### src/rtl/feature_map_collector_pkg.sv
// Shared types and width helpers for the feature map collector.
package feature_map_collector_pkg;

  typedef enum logic [1:0] {EMPTY, FILLING, FULL, DRAINING} bank_state_t;

  function automatic int popcount(input logic [31:0] v);
    int n = 0;
    for (int i = 0; i < 32; i++) n += int'(v[i]);
    return n;
  endfunction

  function automatic int addr_width(input int k, input int p);
    return (k * p > 1) ? $clog2(k * p) : 1;
  endfunction

  function automatic int cnt_width(input int p);
    return $clog2(p + 1);
  endfunction

endpackage

### src/rtl/fmap_bank.sv
// One feature-map bank: multi-lane write ports, one registered read port.
module fmap_bank #(
  parameter int Lanes = 2,
  parameter int DataW = 32,
  parameter int Depth = 16,
  parameter int AW    = 4
) (
  input  logic                        clk,
  input  logic                        res_n,
  input  logic [Lanes-1:0]            we,
  input  logic [Lanes-1:0][AW-1:0]    waddr,
  input  logic [Lanes-1:0][DataW-1:0] wdata,
  input  logic                        re,
  input  logic [AW-1:0]               raddr,
  output logic [DataW-1:0]            rdata
);

  logic [DataW-1:0] mem [Depth];

  // Lanes always carry distinct kernels, so write addresses never collide.
  always_ff @(posedge clk) begin
    for (int l = 0; l < Lanes; l++)
      if (we[l]) mem[waddr[l]] <= wdata[l];
  end

  always_ff @(posedge clk or negedge res_n) begin
    if (!res_n)  rdata <= '0;
    else if (re) rdata <= mem[raddr];
  end

endmodule

### src/rtl/feature_map_collector.sv
// Collects per-kernel pooled maps into ping-pong banks and drains each full
// bank as one serial valid/ready pixel stream.
module feature_map_collector
  import feature_map_collector_pkg::*;
#(
  parameter int BitSize            = 32,
  parameter int NumberOfK          = 4,
  parameter int ProcessingElements = 2,
  parameter int OutWidth           = 2
) (
  input  logic                                      clk,
  input  logic                                      res_n,
  input  logic [NumberOfK-1:0]                      in_valid,
  input  logic [ProcessingElements-1:0][BitSize-1:0] in_data,
  output logic                                      out_valid,
  input  logic                                      out_ready,
  output logic [BitSize-1:0]                        out_data,
  output logic [$clog2(NumberOfK)-1:0]              out_kernel,
  output logic                                      out_last,
  output logic                                      image_done,
  output logic                                      overflow
);

  localparam int PE    = ProcessingElements;
  localparam int P     = OutWidth * OutWidth;
  localparam int DEPTH = NumberOfK * P;
  localparam int AW    = addr_width(NumberOfK, P);
  localparam int CW    = cnt_width(P);
  localparam int KW    = $clog2(NumberOfK);

  bank_state_t                st [2];
  bank_state_t                st_n [2];
  logic                       wr_bank, rd_bank;
  logic [CW-1:0]              cnt [NumberOfK];
  logic [CW-1:0]              cnt_n [NumberOfK];
  logic [AW-1:0]              rd_addr, raddr;
  logic [1:0]                 re;
  logic [PE-1:0]              we;
  logic [PE-1:0][AW-1:0]      waddr;
  logic [PE-1:0][BitSize-1:0] wdata;
  logic [1:0][BitSize-1:0]    rdata;
  logic                       wr_ok, any_acc, all_full, full_now, drop, rd_done;

  assign wr_ok    = (st[wr_bank] == EMPTY) || (st[wr_bank] == FILLING);
  assign full_now = wr_ok && any_acc && all_full;

  // Set in_valid bits claim lanes in ascending kernel order; extras are dropped.
  always_comb begin
    int lane;
    lane     = 0;
    we       = '0;
    waddr    = '0;
    wdata    = '0;
    any_acc  = 1'b0;
    all_full = 1'b1;
    drop     = popcount(32'(in_valid)) > PE;
    for (int k = 0; k < NumberOfK; k++) begin
      cnt_n[k] = cnt[k];
      if (in_valid[k] && lane < PE) begin
        if (wr_ok && cnt[k] != CW'(P)) begin
          for (int l = 0; l < PE; l++)
            if (l == lane) begin
              we[l]    = 1'b1;
              waddr[l] = AW'(k * P + int'(cnt[k]));
              wdata[l] = in_data[l];
            end
          cnt_n[k] = cnt[k] + 1'b1;
          any_acc  = 1'b1;
        end else begin
          drop = 1'b1;
        end
        lane++;
      end
      if (cnt_n[k] != CW'(P)) all_full = 1'b0;
    end
  end

  // Write side only moves EMPTY/FILLING banks, read side only FULL/DRAINING.
  always_comb begin
    st_n    = st;
    re      = '0;
    raddr   = rd_addr;
    rd_done = 1'b0;
    if (wr_ok && any_acc) st_n[wr_bank] = full_now ? FULL : FILLING;
    if (!out_valid) begin
      if (st[rd_bank] == FULL) begin
        re[rd_bank]   = 1'b1;
        raddr         = '0;
        st_n[rd_bank] = DRAINING;
      end
    end else if (out_ready) begin
      if (out_last) begin
        rd_done       = 1'b1;
        st_n[rd_bank] = EMPTY;
        if (st[!rd_bank] == FULL) begin
          re[!rd_bank]   = 1'b1;
          raddr          = '0;
          st_n[!rd_bank] = DRAINING;
        end
      end else begin
        re[rd_bank] = 1'b1;
      end
    end
  end

  always_ff @(posedge clk or negedge res_n) begin
    if (!res_n) begin
      st[0]      <= EMPTY;
      st[1]      <= EMPTY;
      wr_bank    <= 1'b0;
      rd_bank    <= 1'b0;
      rd_addr    <= '0;
      for (int k = 0; k < NumberOfK; k++) cnt[k] <= '0;
      image_done <= 1'b0;
      overflow   <= 1'b0;
      out_valid  <= 1'b0;
      out_last   <= 1'b0;
      out_kernel <= '0;
    end else begin
      st         <= st_n;
      image_done <= full_now;
      for (int k = 0; k < NumberOfK; k++) cnt[k] <= full_now ? '0 : cnt_n[k];
      if (full_now) wr_bank  <= !wr_bank;
      if (drop)     overflow <= 1'b1;
      if (rd_done)  rd_bank  <= !rd_bank;
      if (|re) begin
        out_valid  <= 1'b1;
        out_kernel <= KW'(int'(raddr) / P);
        out_last   <= (int'(raddr) == DEPTH - 1);
        rd_addr    <= raddr + 1'b1;
      end else if (out_valid && out_ready) begin
        out_valid <= 1'b0;
        out_last  <= 1'b0;
      end
    end
  end

  for (genvar b = 0; b < 2; b++) begin : g_bank
    fmap_bank #(.Lanes(PE), .DataW(BitSize), .Depth(DEPTH), .AW(AW)) u_bank (
      .clk   (clk),
      .res_n (res_n),
      .we    (we & {PE{wr_bank == 1'(b)}}),
      .waddr (waddr),
      .wdata (wdata),
      .re    (re[b]),
      .raddr (raddr),
      .rdata (rdata[b])
    );
  end

  assign out_data = rdata[rd_bank];

endmodule

### config.mk
export PLATFORM = sky130hd
export DESIGN_NAME = feature_map_collector
export DESIGN_NICKNAME = d
export VERILOG_FILES = /design/src/rtl/feature_map_collector_pkg.sv /design/src/rtl/fmap_bank.sv /design/src/rtl/feature_map_collector.sv
export SDC_FILE = /design/constraint.sdc
export NUM_CORES = 2
export LEC_CHECK = 0
export ABC_AREA = 1
export CAP_MARGIN = 10
export CORE_MARGIN = 2
export CORE_UTILIZATION = 40
export CTS_CLUSTER_SIZE = 20
export DETAILED_ROUTE_END_ITERATION = 12
export MAX_ROUTING_LAYER = met4
export PLACE_DENSITY = 0.59
export SYNTH_ARGS = -nofsm -noshare
export SYNTH_HDL_FRONTEND = slang
export SYNTH_SLANG_ARGS = --single-unit
### constraint.sdc
create_clock -name clk -period 3.05 [get_ports clk]
set_input_delay 0.61 -clock clk [delete_from_list [all_inputs] [get_ports clk]]
set_output_delay 0.61 -clock clk [all_outputs]
set_load 0.02 [all_outputs]
==> flow_summary.yaml <==
routing:
  ant_nets: 0
  drc: 0
  drtIter0Drc: 10388
  first_pass_iters: 6
  drt-total-wl_microns: 293000
  wl_per_cell_microns: 25.9
  vias: 66679
  viasPerCell: 5.91
worst_setup_path:
  path_buf_inv: 3
  worstPathRequired_ns: 2.44
  reg2reg_to: "g_bank[1].u_bank.mem[0][8]"
  r2r_setup_slack_ns: 0.12
  rr_worst_depth: 12
  crit_type: "reg -> out"
  arrival_ns: 2.36
  crit_top_cell: "nand2_1"
  cp_top_family: "buffers and inverters"
  end_kind: "primary output"
  r2r-start: "cnt[6]"
  cp-start-kind: "flop"
  worstPathCellList: "clkinv_1 -> buf_12 -> nand2_1 -> nand2_1 -> clkdlybuf4s50_1"
  critPathSlowestCell: "clkdlybuf4s50_1"
  crit_fanout: 34
  slowest_delay_ns: 0.62
timing:
  layout_min_cycle_time_ns: 2.97
  slew_violations: 0
  hold_viol: 0
  relSlewSlack_pct: 27.2
  fin_ws_ns: 0.0760
  skew_ns: 0.0434
  setup_viol: 0
  worst_pin_slew_ns: 1.09
  timing.setup.tns_ns: 0
  post-route-period-util_pct: 97.5
  fmaxAchievable_ghz: 0.336
synth:
  synth_area_leaders: "edfxtp_1 (46%), nand2_1 (18%), nand3_1 (12%), nand4_1 (7.2%), inv_1 (6.3%)"
  synth_area_sq_um: 67200
  yosysTopAreaCell: "edfxtp_1"
  ys_seq_elements: 1116
  ys.warnings.count: 0
  syn_avg_cell_area_sq_um: 7.56
  synth_fp_nets: 8979
  ys_seq_area_share_pct: 49.2
  ys_types: 37
  synth_top_area_share_pct: 45.8
  synthCells: 8890
clocking:
  path_clk_slew_ns: 0.05
  insertion_delay_ns: 0.81
  cts_tree: "done"
  cts_made_buffers: 135
  clockRootBuffer: "clkbuf_16"
  cts.sinks: 1116
  htreeDepth: 4
  cts_buffer_depth: 3
die:
  start_util_pct: 40.2
  rows: 150
  die_area_sq_um: 171000
  die_y_microns: 414
  num_io_pins: 109
  core_sq_um: 167000
  fp.dieW_microns: 414
cells_and_area:
  syn_to_final_growth_pct: 22.8
  layout-drive-gt1-share_pct: 12.1
  nNetsFinal: 9070
  stdcell_area_sq_um: 82500
status:
  status: "finished, final reports clean"
global_routing:
  grt.overflow.total: 0
  grt_usage_pct: 34.4
  grt_pass1_vias: 61804
  grt_pass1_wl_microns: 422000
  grt_max_degree: 85
  antenna_found_initial: 7
power_and_ir_drop:
  p_per_area_nw_per_um2: 686
  leakage_uw: 0.0382
  peakVddDrop_v: 0.000655
  power_uw: 56600
placement:
  place.gp.congestion: 0.963
  placed_area_sq_um: 77400
  numPortBuffers: 108
  dpl.hpwl_microns: 187000
  dp_slack_ns: -0.944
job:
  drv_cap: 0
worst_hold_path:
  hold_path_class: "in -> async"
-- Yosys cell counts --
cell type,instances
buf_2,440
inv_2,11
inv_1,1129
a21boi_0,2
nor2_1,87
o22ai_1,2
o21ai_0,17
buf_4,18
o32ai_1,1
edfxtp_1,1024
nand4_1,770
nor3_1,3
nand3_1,1619
nand4_4,1
nor4_4,1
fa_1,2
xor2_1,3
a221oi_1,1
nand2_4,1
o21ai_4,1
ha_1,16
xnor2_1,1
nor2_2,2
nand3_4,1
o211ai_1,1
o21ai_1,2
nor3b_1,1
dfrtp_1,92
nand2_1,3195
a21oi_1,5
clkbuf_1,358
nand2_2,7
nand3b_1,1
nor2_4,4
nand3_2,3
buf_1,66
clkinv_1,2
-- repair_timing --
| action | 4_1_cts | 5_1_grt |
|---|---|---|
| cloned | 7 | 9 |
| setup endpoints to repair | 1643 | 2050 |
| hold endpoints to repair | 25 | 0 |
| setup buffers | 6 | 4 |
| resized for setup | 57 | 74 |
| hold buffers | 1 | 0 |
| pin swaps | 7 | 12 |
-- kinds of logic after synthesis --
family,after synthesis,share of synthesized area (%)
AND/OR/NAND/NOR,5696,37.9
flip-flops,1116,49.2
buffers and inverters,2024,12.2
XOR/XNOR,4,0.0521
adder cells (fa/ha/maj),18,0.357
AO/OA/AOI/OAI,32,0.281
-- cells in the final DEF (no fill, tap or decap), types with 6 or more instances in the layout --
cell type | synthesis | routed
clkinv_1 | 2 | 27
ha_1 | 16 | 15
clkbuf_1 | 358 | 28
clkdlybuf4s50_1 | 0 | 83
nor2_2 | 2 | 37
inv_2 | 11 | 14
nand2_1 | 3195 | 3151
dfrtp_1 | 92 | 90
dlygate4sd2_1 | 0 | 9
nand2_2 | 7 | 8
dlymetal6s2s_1 | 0 | 15
nor2_4 | 4 | 24
edfxtp_1 | 1024 | 1024
clkbuf_8 | 0 | 6
clkinv_2 | 0 | 20
nand4_1 | 770 | 770
buf_12 | 0 | 325
o21ai_0 | 17 | 15
nand3_1 | 1619 | 1575
nor2_1 | 87 | 34
inv_1 | 1129 | 1119
nand2_8 | 0 | 36
nand3_4 | 1 | 19
inv_6 | 0 | 10
buf_4 | 18 | 361
clkbuf_16 | 0 | 144
nand2_4 | 1 | 10
buf_6 | 0 | 20
nand3_2 | 3 | 29
-- metrics by stage --
step,instances,utilization [%],hold WS (ns)
after floorplan,8890,-,0.314
after global placement,11021,46.4,0.462
after detailed placement,11021,46.4,0.466
after CTS,11272,49.1,0.269
after global routing,11288,49.4,0.312
final,11289,49.4,0.297
-- worst reg2reg max path, stage by stage, from the launching register on --
cell and delay [ns]:
dfrtp_1 0.39, inv_1 0.09, ha_1 0.19, nand2_1 0.16, nand4_4 0.17, buf_4 0.21
o21ai_4 0.41, nand2_8 0.23, inv_16 0.16, buf_4 0.16, nand2_8 0.08, nand2_8 0.10
bufbuf_16 0.29
-- layout make-up --
| cell class | instances | area, sq um |
|---|---|---|
| Inverter | 1142 | 4340 |
| Clock inverter | 64 | 497 |
| Timing Repair Buffer | 828 | 10900 |
| Sequential cell | 1116 | 33100 |
| Fill cell | 15654 | 84500 |
| Antenna cell | 4 | 10.0 |
| Multi-Input combinational cell | 5754 | 27200 |
| Timing Repair inverter | 4 | 82.6 |
| Tap cell | 2204 | 2760 |
| Clock buffer | 173 | 3670 |
-- sequential cells by signal, summed over array words and instances (netlist names) --
name	cells
out_kernel	2
g_bank.u_bank.rdata	64
wr_bank	1
overflow	1
rd_bank	1
image_done	1
st	4
out_last	1
rd_addr	4
out_valid	1
cnt	12
g_bank.u_bank.mem	1024
-- power by group --
group / switching (uW) / leakage [uW] / internal [uW]
Combinational: 16000 / 0.0237 / 7670
Clock: 6910 / 0.00204 / 8920
Sequential: 209 / 0.0124 / 16900
-- per-layer routing --
layer  up-vias  global-route usage [%]  part of all wire (%)
li1      29369                       -                     -
met1     31363                    44.6                    37
met2      5038                    50.3                    43
met3       909                    9.32                    15
met4         0                    14.8                   5.0
met5         -                       -                     0
-- how the worst max path moves through the flow --
stage           startpoint                           end  slack, ns  depth (start not counted)
2_1_floorplan  in_valid[0]    g_bank[0].u_bank.mem[9][0]      -0.03                         15
3_3_place_gp   in_valid[0]   g_bank[0].u_bank.mem[5][31]      -0.93                         16
3_5_place_dp   in_valid[0]   g_bank[0].u_bank.mem[12][6]      -0.94                         16
4_1_cts        in_valid[1]  g_bank[1].u_bank.mem[14][17]      -0.01                         17
5_1_grt             cnt[6]   g_bank[1].u_bank.mem[0][10]      -0.01                         12
6_report           rd_bank                   out_data[0]       0.08                          5
No activity file was read; power rests on OpenSTA's default activity.
